<file path="src/rtl/seq_alu_param.sv">
// seq_alu_param: multi-cycle ALU with start/ready handshake and status flags.
// Optional iterative multiplier on opcode 111, enabled by SEQ_ALU_MUL_EN.
module seq_alu_param #(
  parameter int WIDTH = 8,
  parameter int SHW   = $clog2(WIDTH)
) (
  input  logic             clk,
  input  logic             rst,
  input  logic             start,
  input  logic [WIDTH-1:0] a,
  input  logic [WIDTH-1:0] b,
  input  logic [2:0]       sel,
  output logic [WIDTH-1:0] result,
  output logic             carry,
  output logic             zero,
  output logic             overflow,
  output logic             err,
  output logic             busy,
  output logic             ready
);

  localparam int CW  = SHW + 1;
  localparam int MSB = WIDTH - 1;

  localparam logic [0:0] IDLE = 1'b0;
  localparam logic [0:0] EXEC = 1'b1;

  localparam logic [2:0] OP_ADD = 3'b000;
  localparam logic [2:0] OP_SUB = 3'b001;
  localparam logic [2:0] OP_AND = 3'b010;
  localparam logic [2:0] OP_XOR = 3'b011;
  localparam logic [2:0] OP_OR  = 3'b100;
  localparam logic [2:0] OP_SHL = 3'b101;
  localparam logic [2:0] OP_SHR = 3'b110;
  localparam logic [2:0] OP_MUL = 3'b111;

  logic [0:0]       state_q, state_d;
  logic [WIDTH-1:0] a_q, a_d;
  logic [WIDTH-1:0] b_q, b_d;
  logic [WIDTH-1:0] w_q, w_d;
  logic [WIDTH-1:0] res_q, res_d;
  logic [2:0]       sel_q, sel_d;
  logic [CW-1:0]    cnt_q, cnt_d;
  logic             car_q, car_d;
  logic             zer_q, zer_d;
  logic             ovf_q, ovf_d;
  logic             err_q, err_d;
  logic             rdy_q, rdy_d;

`ifdef SEQ_ALU_MUL_EN
  logic [2*WIDTH-1:0] p_q, p_d, p_n;
  logic [WIDTH:0]     msum;
`endif

  logic [WIDTH:0]   sum;
  logic [WIDTH:0]   diff;
  logic [WIDTH-1:0] shl_w;
  logic [WIDTH-1:0] shr_w;
  logic [WIDTH-1:0] f_res;
  logic             f_car;
  logic             f_ovf;
  logic             f_err;
  logic             k0;

  // Per-step datapath terms and the value written on the final step
  always_comb begin
    sum   = {1'b0, a_q} + {1'b0, b_q};
    diff  = {1'b0, a_q} - {1'b0, b_q};
    shl_w = {w_q[WIDTH-2:0], 1'b0};
    shr_w = {1'b0, w_q[WIDTH-1:1]};
    k0    = (b_q[SHW-1:0] == '0);
`ifdef SEQ_ALU_MUL_EN
    msum  = {1'b0, p_q[2*WIDTH-1:WIDTH]}
          + (p_q[0] ? {1'b0, a_q} : '0);
    p_n   = {msum, p_q[WIDTH-1:1]};
`endif
    f_res = '0;
    f_car = 1'b0;
    f_ovf = 1'b0;
    f_err = 1'b0;
    unique case (sel_q)
      OP_ADD: begin
        f_res = sum[WIDTH-1:0];
        f_car = sum[WIDTH];
        f_ovf = (a_q[MSB] == b_q[MSB])
             && (sum[MSB] != a_q[MSB]);
      end
      OP_SUB: begin
        f_res = diff[WIDTH-1:0];
        f_car = diff[WIDTH];
        f_ovf = (a_q[MSB] != b_q[MSB])
             && (diff[MSB] != a_q[MSB]);
      end
      OP_AND: f_res = a_q & b_q;
      OP_XOR: f_res = a_q ^ b_q;
      OP_OR:  f_res = a_q | b_q;
      OP_SHL: begin
        f_res = k0 ? w_q : shl_w;
        f_car = !k0 && w_q[MSB];
      end
      OP_SHR: begin
        f_res = k0 ? w_q : shr_w;
        f_car = !k0 && w_q[0];
      end
      OP_MUL: begin
`ifdef SEQ_ALU_MUL_EN
        f_res = p_n[WIDTH-1:0];
        f_car = |p_n[2*WIDTH-1:WIDTH];
`else
        f_err = 1'b1;
`endif
      end
    endcase
  end

  // Control FSM: capture on accept, step in EXEC, commit on last step
  always_comb begin
    state_d = state_q;
    a_d     = a_q;
    b_d     = b_q;
    sel_d   = sel_q;
    w_d     = w_q;
    cnt_d   = cnt_q;
    res_d   = res_q;
    car_d   = car_q;
    zer_d   = zer_q;
    ovf_d   = ovf_q;
    err_d   = err_q;
    rdy_d   = rdy_q;
`ifdef SEQ_ALU_MUL_EN
    p_d     = p_q;
`endif
    unique case (state_q)
      IDLE: begin
        if (start) begin
          a_d     = a;
          b_d     = b;
          sel_d   = sel;
          w_d     = a;
          rdy_d   = 1'b0;
          state_d = EXEC;
          cnt_d   = CW'(1);
          if ((sel == OP_SHL || sel == OP_SHR)
              && b[SHW-1:0] != '0)
            cnt_d = CW'(b[SHW-1:0]);
`ifdef SEQ_ALU_MUL_EN
          p_d = {{WIDTH{1'b0}}, b};
          if (sel == OP_MUL)
            cnt_d = CW'(WIDTH);
`endif
        end
      end
      EXEC: begin
        cnt_d = cnt_q - CW'(1);
        if (sel_q == OP_SHL)
          w_d = shl_w;
        else if (sel_q == OP_SHR)
          w_d = shr_w;
`ifdef SEQ_ALU_MUL_EN
        p_d = p_n;
`endif
        if (cnt_q == CW'(1)) begin
          res_d   = f_res;
          car_d   = f_car;
          zer_d   = (f_res == '0);
          ovf_d   = f_ovf;
          err_d   = f_err;
          rdy_d   = 1'b1;
          state_d = IDLE;
        end
      end
    endcase
  end

  // State and output registers, reset has priority
  always_ff @(posedge clk) begin
    if (rst) begin
      state_q <= IDLE;
      a_q     <= '0;
      b_q     <= '0;
      sel_q   <= '0;
      w_q     <= '0;
      cnt_q   <= '0;
      res_q   <= '0;
      car_q   <= 1'b0;
      zer_q   <= 1'b0;
      ovf_q   <= 1'b0;
      err_q   <= 1'b0;
      rdy_q   <= 1'b0;
`ifdef SEQ_ALU_MUL_EN
      p_q     <= '0;
`endif
    end else begin
      state_q <= state_d;
      a_q     <= a_d;
      b_q     <= b_d;
      sel_q   <= sel_d;
      w_q     <= w_d;
      cnt_q   <= cnt_d;
      res_q   <= res_d;
      car_q   <= car_d;
      zer_q   <= zer_d;
      ovf_q   <= ovf_d;
      err_q   <= err_d;
      rdy_q   <= rdy_d;
`ifdef SEQ_ALU_MUL_EN
      p_q     <= p_d;
`endif
    end
  end

  assign result   = res_q;
  assign carry    = car_q;
  assign zero     = zer_q;
  assign overflow = ovf_q;
  assign err      = err_q;
  assign ready    = rdy_q;
  assign busy     = (state_q == EXEC);

endmodule

</file>
<file path="config.mk">
export PLATFORM = sky130hd
export DESIGN_NAME = seq_alu_param
export DESIGN_NICKNAME = d
export VERILOG_FILES = /design/src/rtl/seq_alu_param.sv
export SDC_FILE = /design/constraint.sdc
export NUM_CORES = 1
export LEC_CHECK = 0
export BUFFER_PORTS_ARGS = -buffer_cell sky130_fd_sc_hd__buf_4
export CAP_MARGIN = 20
export CORE_MARGIN = 2
export CORE_UTILIZATION = 61
export DETAILED_ROUTE_END_ITERATION = 8
export GPL_TIMING_DRIVEN = 0
export PLACE_DENSITY = 0.81
export SYNTH_ARGS = -nofsm -noshare
export SYNTH_HDL_FRONTEND = slang
export SYNTH_SLANG_ARGS = --single-unit
export TNS_END_PERCENT = 5
</file>
<file path="constraint.sdc">
create_clock -name clk -period 4.75 [get_ports clk]
set_input_delay 0.95 -clock clk [delete_from_list [all_inputs] [get_ports clk]]
set_output_delay 0.95 -clock clk [all_outputs]
set_load 0.01 [all_outputs]
</file>
# == Word-level counts from Yosys, hierarchy flattened ==
# Index checks and enable logic that the tools add are counted.
# op_classes
n_addsub,3
eq_ne,17
mux,19
reduce_logical,15
bitwise,4
# ops
op,count
8-bit case mux with 7 select lines,1
8-bit 2-to-1 mux,5
3-bit equality test (second input constant),6
8-bit case mux with 2 select lines,1
8-bit by 8-bit adder with 9-bit output,1
8-bit by 8-bit subtractor with 9-bit output,1
8-bit bitwise AND,1
8-bit logical NOT,1
8-bit OR,1
4-bit case mux with 2 select lines,1
2-bit AND reduction,4
8-bit XOR,1
3-bit by 2-bit equality test with 1-bit output (second input constant),2
3-bit logical NOT,2
1-bit case mux with 2 select lines,3
1-bit logical AND,5
1-bit 2-to-1 mux,5
4-bit by 1-bit equality test with 1-bit output (second input constant),1
4-bit 2-to-1 mux,1
1-bit case mux with 4 select lines,1
4-bit by 1-bit subtractor with 4-bit output (second input constant),1
3-bit by 1-bit equality test with 1-bit output (second input constant),1
3-bit 2-to-1 mux,1
1-bit != test,3
other kinds (8),8
# totals
in_bits,22
regBits,45
elab_cells,70
output_inout_bits,14

# == Depth between registers and ports, before layout ==
# Gate-level depths: netlist of run 1.
# depth
ltp_word,6
ltp_mapped,10
mapped_depth_nobuf,10

# == Least setup slack after synthesis of run 1 ==
# OpenSTA, ideal clock, no wires.
# synth_path
path_kind,register to register
startpoint,reg b_q[1]
endpoint,reg zer_q (netlist: zero)
stages_incl_launch_ff,10
t_required_ps,4691
path_slack_ps,2435
arrival_ps,2256
setup_ps,59
period_less_slack_ps,2315
n_path_buf,0
path_cell_list,dfxtp_1 -> inv_1 -> ha_1 -> o21bai_1 -> nor4b_2 -> or4_1 -> nand3_1 -> a221o_1 -> nor4_1 -> a22o_1
# synth_via
elab_chain_cells,4
word_cells_on_any_way,10
classes_between,add/sub: 2; mux: 3; bitwise: 3; reduce/logical: 2
# synth_rtl
item,line_no,rtl
start: declaration,39,"logic [WIDTH-1:0] b_q, b_d;"
start signal: assignment,180,b_q <= '0;
start signal: assignment,196,b_q <= b_d;
branches (longest 2 deep; another with 8-bit by 8-bit subtractor with 9-bit output),-,
8-bit case mux with 7 select lines (*),81,unique case (sel_q)
8-bit logical NOT (*),165,zer_d = (f_res == '0);
end signal: assignment,202,zer_q <= zer_d;
end: declaration,45,"logic zer_q, zer_d;"
# Mark *: on every way between the ends.
# A chain may end at the register's enable or synchronous reset.

# == Worst setup path in the final report of run 1 ==
# layout_path
startpoint,reg a_q[0]
endpoint,reg zer_q (netlist: zero)
# layout_via
elab_chain_cells,3
word_cells_on_any_way,7
classes_between,add/sub: 2; mux: 1; bitwise: 3; reduce/logical: 1
# layout_rtl
item,line_no,rtl
start: declaration,38,"logic [WIDTH-1:0] a_q, a_d;"
start signal: assignment,179,a_q <= '0;
start signal: assignment,195,a_q <= a_d;
"8-bit by 8-bit subtractor with 9-bit output, or another cell as far along",68,"diff = {1'b0, a_q} - {1'b0, b_q};"
8-bit case mux with 7 select lines (*),81,
8-bit logical NOT (*),165,
# Every way passes the cells marked *; elsewhere a longest branch is shown, timed or not.

==> qor.txt, run 1 <==
List of most frequent post-synthesis cells = nand2_1, dfxtp_1, nor2_1
Largest delay contributor family on the critical path = simple AND/OR/NAND/NOR gates
Cells after DPL = 544
Layout area overhead = 13.8%
Hold Crit Class = reg2reg
Die X = 78.1 um
DR vias = 3375
DRC = 0
Post-DP HPWL = 7120 um
Antenna Nets Post-Route = 0
Violation count after the first detailed-route iteration = 283
Worst Path Required = 5.00 ns
Reg area = 901 sq um
Post-Route Skew = 0.00863 ns
Vias in the first global route = 3122
Pre-Repair DR Iteration Count = 5
Post-Place Worst Slack = 2.00 ns
Port bufs = 34
CP bufs+invs = 1
Worst setup margin = 1.91 ns
Number of gates resized after CTS = 0
Yosys top cell area share = 26.9%
Avg Cell Area, Syn = 7.61 sq um
Via density = 6.11
Leakage power = 1.51 nW
Core area = 5200 sq um
Final worst-path cycle share = 59.7%
WHS Endpoint = overflow$_SDFFE_PP0P_
Cell taking the most area after synthesis = dfxtp_1
Cts hold-fix bufs = 0
Reg2Reg Setup Slack = 1.91 ns
Sink Count = 45
Filler cells = 445
Pwr Density = 268 nW/um^2
First-pass GRT wire length = 15200 um
Row count = 26
Worst-Skew Late Latency = 0.30 ns
Worst flop-to-flop path endpoint = zero$_SDFFE_PP0P_
Fraction of registers with async set/reset = 0%
Run status = finished clean
Crit path top cell by count = nor4_1
Critical hold path startpoint = overflow$_SDFFE_PP0P_
Slowest stage delay, CP = 0.61 ns
CP arrival = 3.09 ns
CP Class = reg2reg
Min Clock Period, post-route = 2.84 ns
Synth cell types = 68
Max_slew headroom = 50.3%
Clock root buffer = clkbuf_8
WHS = 0.459 ns
Grt total ovfl = 0
Critical path peak fanout = 3
Max frequency = 353 MHz
Final GP Congestion = 0.952
Initial antenna violation count = 0
Post-synthesis sequential area ratio = 26.9%
Total GRT Usage = 31.2%
Setup crit start = a_q[0]$_SDFFE_PP0P_
Fin cells = 552
MaxCap Viol Count = 0
Die height = 78.1 um
Main synth FF type = dfxtp_1
Worst-Margin Slew = 0.739 ns
Critical-path cell list = inv_1 > ha_1 > fa_1 > o311ai_2 > mux2i_1 > nor4_1 > nand2_1 > nor4_1 > a22o_1
Layout Nets = 532
Die ar. = 6100 sq um
CP startpoint kind = register
Synthesized net count = 491
Reg-to-reg startpoint = a_q[0]$_SDFFE_PP0P_
Number of synthesized register bits = 45
Total power = 0.00102 W
Largest net degree at the start of global routing = 15
RSZ-0062 raised after global routing = false
ANT cells = 0
Cts bufs inserted = 5
H-tree Lvls = 2
Post-Syn Area = 3350 sq um
I/O pin total = 36
Number of enable flip-flop cells after synthesis = 0
Peak supply drop = 0.218 mV
CTS tree = built
Ys Warns = 0
Area of the multi-input gates = 2190 sq um
Worst-path clk slew = 0.09 ns
Largest cells by area after synthesis = dfxtp_1, ha_1, nand2_1
Mapped Cells = 440
Setup violations, final = 0
Wirelength per Cell = 16.7 um
Element type at the critical path end = register
Routed WL = 9190 um
Worst r2r path cells = 9
Most common cell in the synthesized netlist = nand2_1
Share of layout cells above drive strength 1 = 15.6%
Final hold viol count = 0
Setup_tns = 0 ns
Initial Utilization = 64.4%
Final Max Slew Viols = 0
Setup Buffers After CTS = 0
Critical Path Slowest Stage Cell = nor4_1
Max Root-Sink Buffers = 2
Hold Path Cell Cnt = 2
-- kinds of logic (layout without fill, tap and decap cells) --
logic type      Yosys count  count (layout)  synth area share, %
mux                      10              10                 3.32
fa+ha+maj                29              29                 11.3
xor+xnor                  6               6                 1.57
simple gates            177             177                 26.1
buf+inv                  57              99                 7.66
compound gates          116             116                 23.2
flops                    45              45                 26.9
-- metrics by stage --
stage / utilization [%] / cell area [sq um]
after floorplan: - / 3350
after global placement: 70.9 / 3690
after detailed placement: 70.9 / 3690
after CTS: 73.2 / 3810
after global routing: 73.2 / 3810
final: 73.2 / 3810
-- worst register-to-register path: stages, from the launching register on --
cell      delay (ns)
dfxtp_1         0.37
inv_1           0.07
ha_1            0.23
fa_1            0.44
o311ai_2        0.40
mux2i_1         0.14
nor4_1          0.61
nand2_1         0.14
nor4_1          0.24
a22o_1          0.15
-- per-layer routing --
metal / vias up / GRT usage, % / wire length (um)
li1: 1633 / - / -
met1: 1568 / 41.8 / 4040
met2: 153 / 50.9 / 4200
met3: 21 / 4.48 / 671
met4: 0 / 12.3 / 278
met5: - / 0 / 0
-- cells in the final DEF (no fill, tap or decap), types with 3 or more instances in the layout --
cell	n
nand2_1	65
nor2_1	45
dfxtp_1	45
a21oi_1	40
buf_4	39
inv_1	27
ha_1	27
nand3_1	14
o21ai_0	14
a211oi_1	14
clkbuf_1	13
nor3_1	11
nand2b_1	8
buf_2	7
clkbuf_8	6
o211ai_1	5
a22oi_1	5
mux2_2	5
nor2b_1	4
nor3b_1	4
mux2i_1	4
nand4_1	4
xor2_1	3
or3_1	3
a221o_1	3
o31ai_1	3
xnor2_1	3
o2bb2ai_1	3
a31oi_1	3
-- how the worst max path moves through the flow --
| stage | end | cells after the start |
|---|---|---|
| after floorplan | zero$_SDFFE_PP0P_ | 9 |
| after detailed placement | zero$_SDFFE_PP0P_ | 9 |
| after global placement | zero$_SDFFE_PP0P_ | 9 |
| after CTS | zero$_SDFFE_PP0P_ | 9 |
| final | zero$_SDFFE_PP0P_ | 9 |
| after global routing | zero$_SDFFE_PP0P_ | 9 |
-- where the power goes --
part | internal (W) | switching, W
clock | 0.000171 | 0.000133
sequential | 0.000402 | 0.0000310
combinational | 0.000118 | 0.000166
-- sequential cells by signal, summed over array words and instances, names as in the netlist --
| register | flops |
|---|---|
| a_q | 8 |
| b_q | 8 |
| result | 8 |
| w_q | 8 |
| cnt_q | 4 |
| sel_q | 3 |
| busy | 1 |
| carry | 1 |
| err | 1 |
| overflow | 1 |
| ready | 1 |
| zero | 1 |
-- layout make-up --
cell class	instances	share of cell area [%]
Clock buffer	6	2.17
Clock inverter	2	0.985
Sequential cell	45	23.6
Buffer	29	3.97
Inverter	28	2.76
Multi-Input combinational cell	338	57.5
Tap cell	70	2.30
Timing Repair Buffer	34	6.70
(Power assumes the default switching activity.)
==> inputs of run 2 (changes only) <==
CORE_UTILIZATION = 59   (was 61)
PLACE_DENSITY = 0.79   (was 0.81)
clock period = 2.9 ns   (was 4.75 ns; I/O delays follow)
==> qor.txt, run 2 (synthesis gave the netlist of run 1 again) <==
Antenna Nets Post-Route = 0 (unchanged)
Max_slew headroom = 47.8% (-2.6 points)
Setup Buffers After CTS = 0 (unchanged)
Initial antenna violation count = 0 (unchanged)
Cells after DPL = 546 (+0.37%)
CP bufs+invs = 1 (unchanged)
Die X = 79.3 um (+1.6%)
Cts hold-fix bufs = 0 (unchanged)
Port bufs = 34 (unchanged)
Fin cells = 554 (+0.36%)
Share of layout cells above drive strength 1 = 15.8% (+0.21 points)
Worst Path Required = 3.16 ns (-1.84 ns)
CP startpoint kind = register
Commonest non-fill, non-tap cells in the layout = nand2_1, nor2_1, dfxtp_1, a21oi_1, buf_4
H-tree Lvls = 2 (unchanged)
Vias in the first global route = 3188 (+2.1%)
Slowest stage delay, CP = 0.50 ns (-0.11 ns)
Routed WL = 9650 um (+5.0%)
Row count = 27 (+3.8%)
I/O pin total = 36 (unchanged)
Min Clock Period, post-route = 2.79 ns (-0.0464 ns)
Violation count after the first detailed-route iteration = 365 (+29%)
Critical path peak fanout = 6 (+3)
MaxCap Viol Count = 0 (unchanged)
Worst-Margin Slew = 0.777 ns (+0.0380 ns)
Element type at the critical path end = register
Core area = 5510 sq um (+5.8%)
Hold Crit Class = reg2reg
Commonest non-fill, non-tap cell in the layout = nand2_1
Pre-Repair DR Iteration Count = 6 (+1)
Final hold viol count = 0 (unchanged)
Cts bufs inserted = 5 (unchanged)
Leakage power = 1.53 nW (+1.3%)
First-pass GRT wire length = 15500 um (+2.1%)
Total power = 0.00177 W (+74%)
Largest delay contributor family on the critical path = simple AND/OR/NAND/NOR gates
Max frequency = 358 MHz (+1.7%)
Sink Count = 45 (unchanged)
Worst-Skew Late Latency = 0.31 ns (about the same)
Setup violations, final = 0 (unchanged)
CP arrival = 3.05 ns (-0.04 ns)
Layout Nets = 532 (unchanged)
Initial Utilization = 60.8% (-3.5 points)
Post-Route Skew = 0.0104 ns (+0.00181 ns)
Final GP Congestion = 0.936 (-1.7%)
Grt total ovfl = 0 (unchanged)
Largest net degree at the start of global routing = 16 (+1)
Core Util, Final = 69.9% (-3.4 points)
ANT cells = 0 (unchanged)
Worst-path clk slew = 0.09 ns (about the same)
Via density = 6.27 (+2.5%)
DRC = 0 (unchanged)
CP Class = reg2reg
Die height = 79.3 um (+1.6%)
Final Max Slew Viols = 0 (unchanged)
Critical Path Slowest Stage Cell = dfxtp_1
Final worst-path cycle share = 96.2% (+36 points)
Die ar. = 6300 sq um (+3.2%)
Run status = finished clean
Clock root buffer = clkbuf_8
Layout area overhead = 14.9%
Wirelength per Cell = 17.4 um (+4.6%)
Pwr Density = 461 nW/um^2 (+72%)
CTS tree = built
Total GRT Usage = 31.5% (+0.27 points)
Critical-path cell list = inv_1 > ha_1 > o21bai_1 > nor4b_4 > or4_1 > nand3_1 > a221o_1 > nor4_1 > a22o_1
Post-DP HPWL = 7250 um (+1.9%)
DR vias = 3472 (+2.9%)
Peak supply drop = 0.333 mV (+52%)
Max Root-Sink Buffers = 2 (unchanged)
run 2: changes by cell type in the layout (fill, tap and decap cells not counted), sizes merged:
cell / delta
bufinv: +1
clkbuf: -1
clkinvlp: -1
inv: +1
run 2: worst paths after layout:
path                                          start                 to  slack (ns)  depth (start not counted)
worst max-delay path            b_q[1]$_SDFFE_PP0P_  zero$_SDFFE_PP0P_        0.11                          9
worst min-delay path               err$_SDFFE_PP0P_   err$_SDFFE_PP0P_        0.47                          2
worst max register to register  b_q[1]$_SDFFE_PP0P_  zero$_SDFFE_PP0P_        0.11                          9
worst min register to register     err$_SDFFE_PP0P_   err$_SDFFE_PP0P_        0.47                          2
run 2: tightest hold or removal path: stages, from the launching register on:
cell,delay (ns)
dfxtp_1,0.32
nand2_1,0.06
a21oi_1,0.05
run 2: routing by layer:
layer / GRT usage (%) / routed length [um]
met1: 41.6 / 4130
met2: 50.8 / 4400
met3: 4.89 / 756
met4: 14.0 / 375
met5: 0 / 0
run 2: through the flow:
stage	setup slack, ns	cell area, sq um	hold WS, ns	setup TNS (ns)
final	0.110	3850	0.473	0
after global routing	-0.0158	3850	0.484	-0.0302
after CTS	0.135	3830	0.470	0
after detailed placement	0.175	3690	0.456	0
after global placement	0.159	3690	0.446	0
after floorplan	0.585	3350	0.453	0
run 2: final cells by class:
cell class | instances | area [sq um]
Buffer | 29 | 151
Fill cell | 465 | 1660
Multi-Input combinational cell | 338 | 2210
Clock buffer | 5 | 68.8
Sequential cell | 45 | 901
Inverter | 28 | 105
Clock inverter | 3 | 68.8
Tap cell | 72 | 90.1
Timing Repair Buffer | 34 | 255
run 2: report_power, final:
part / total [W] / switching (W) / leakage [nW] / internal, W
clock network: 0.000586 / 0.000239 / 0.0687 / 0.000347
logic: 0.000477 / 0.000281 / 1.09 / 0.000197
registers: 0.000709 / 0.0000504 / 0.369 / 0.000658
total: 0.00177 / 0.000570 / 1.53 / 0.00120
run 2: what timing repair did:
action | in CTS | in global routing
endpoints found under the setup margin | 0 | 2
resized for setup | 0 | 2
hold endpoints to repair | 0 | 0
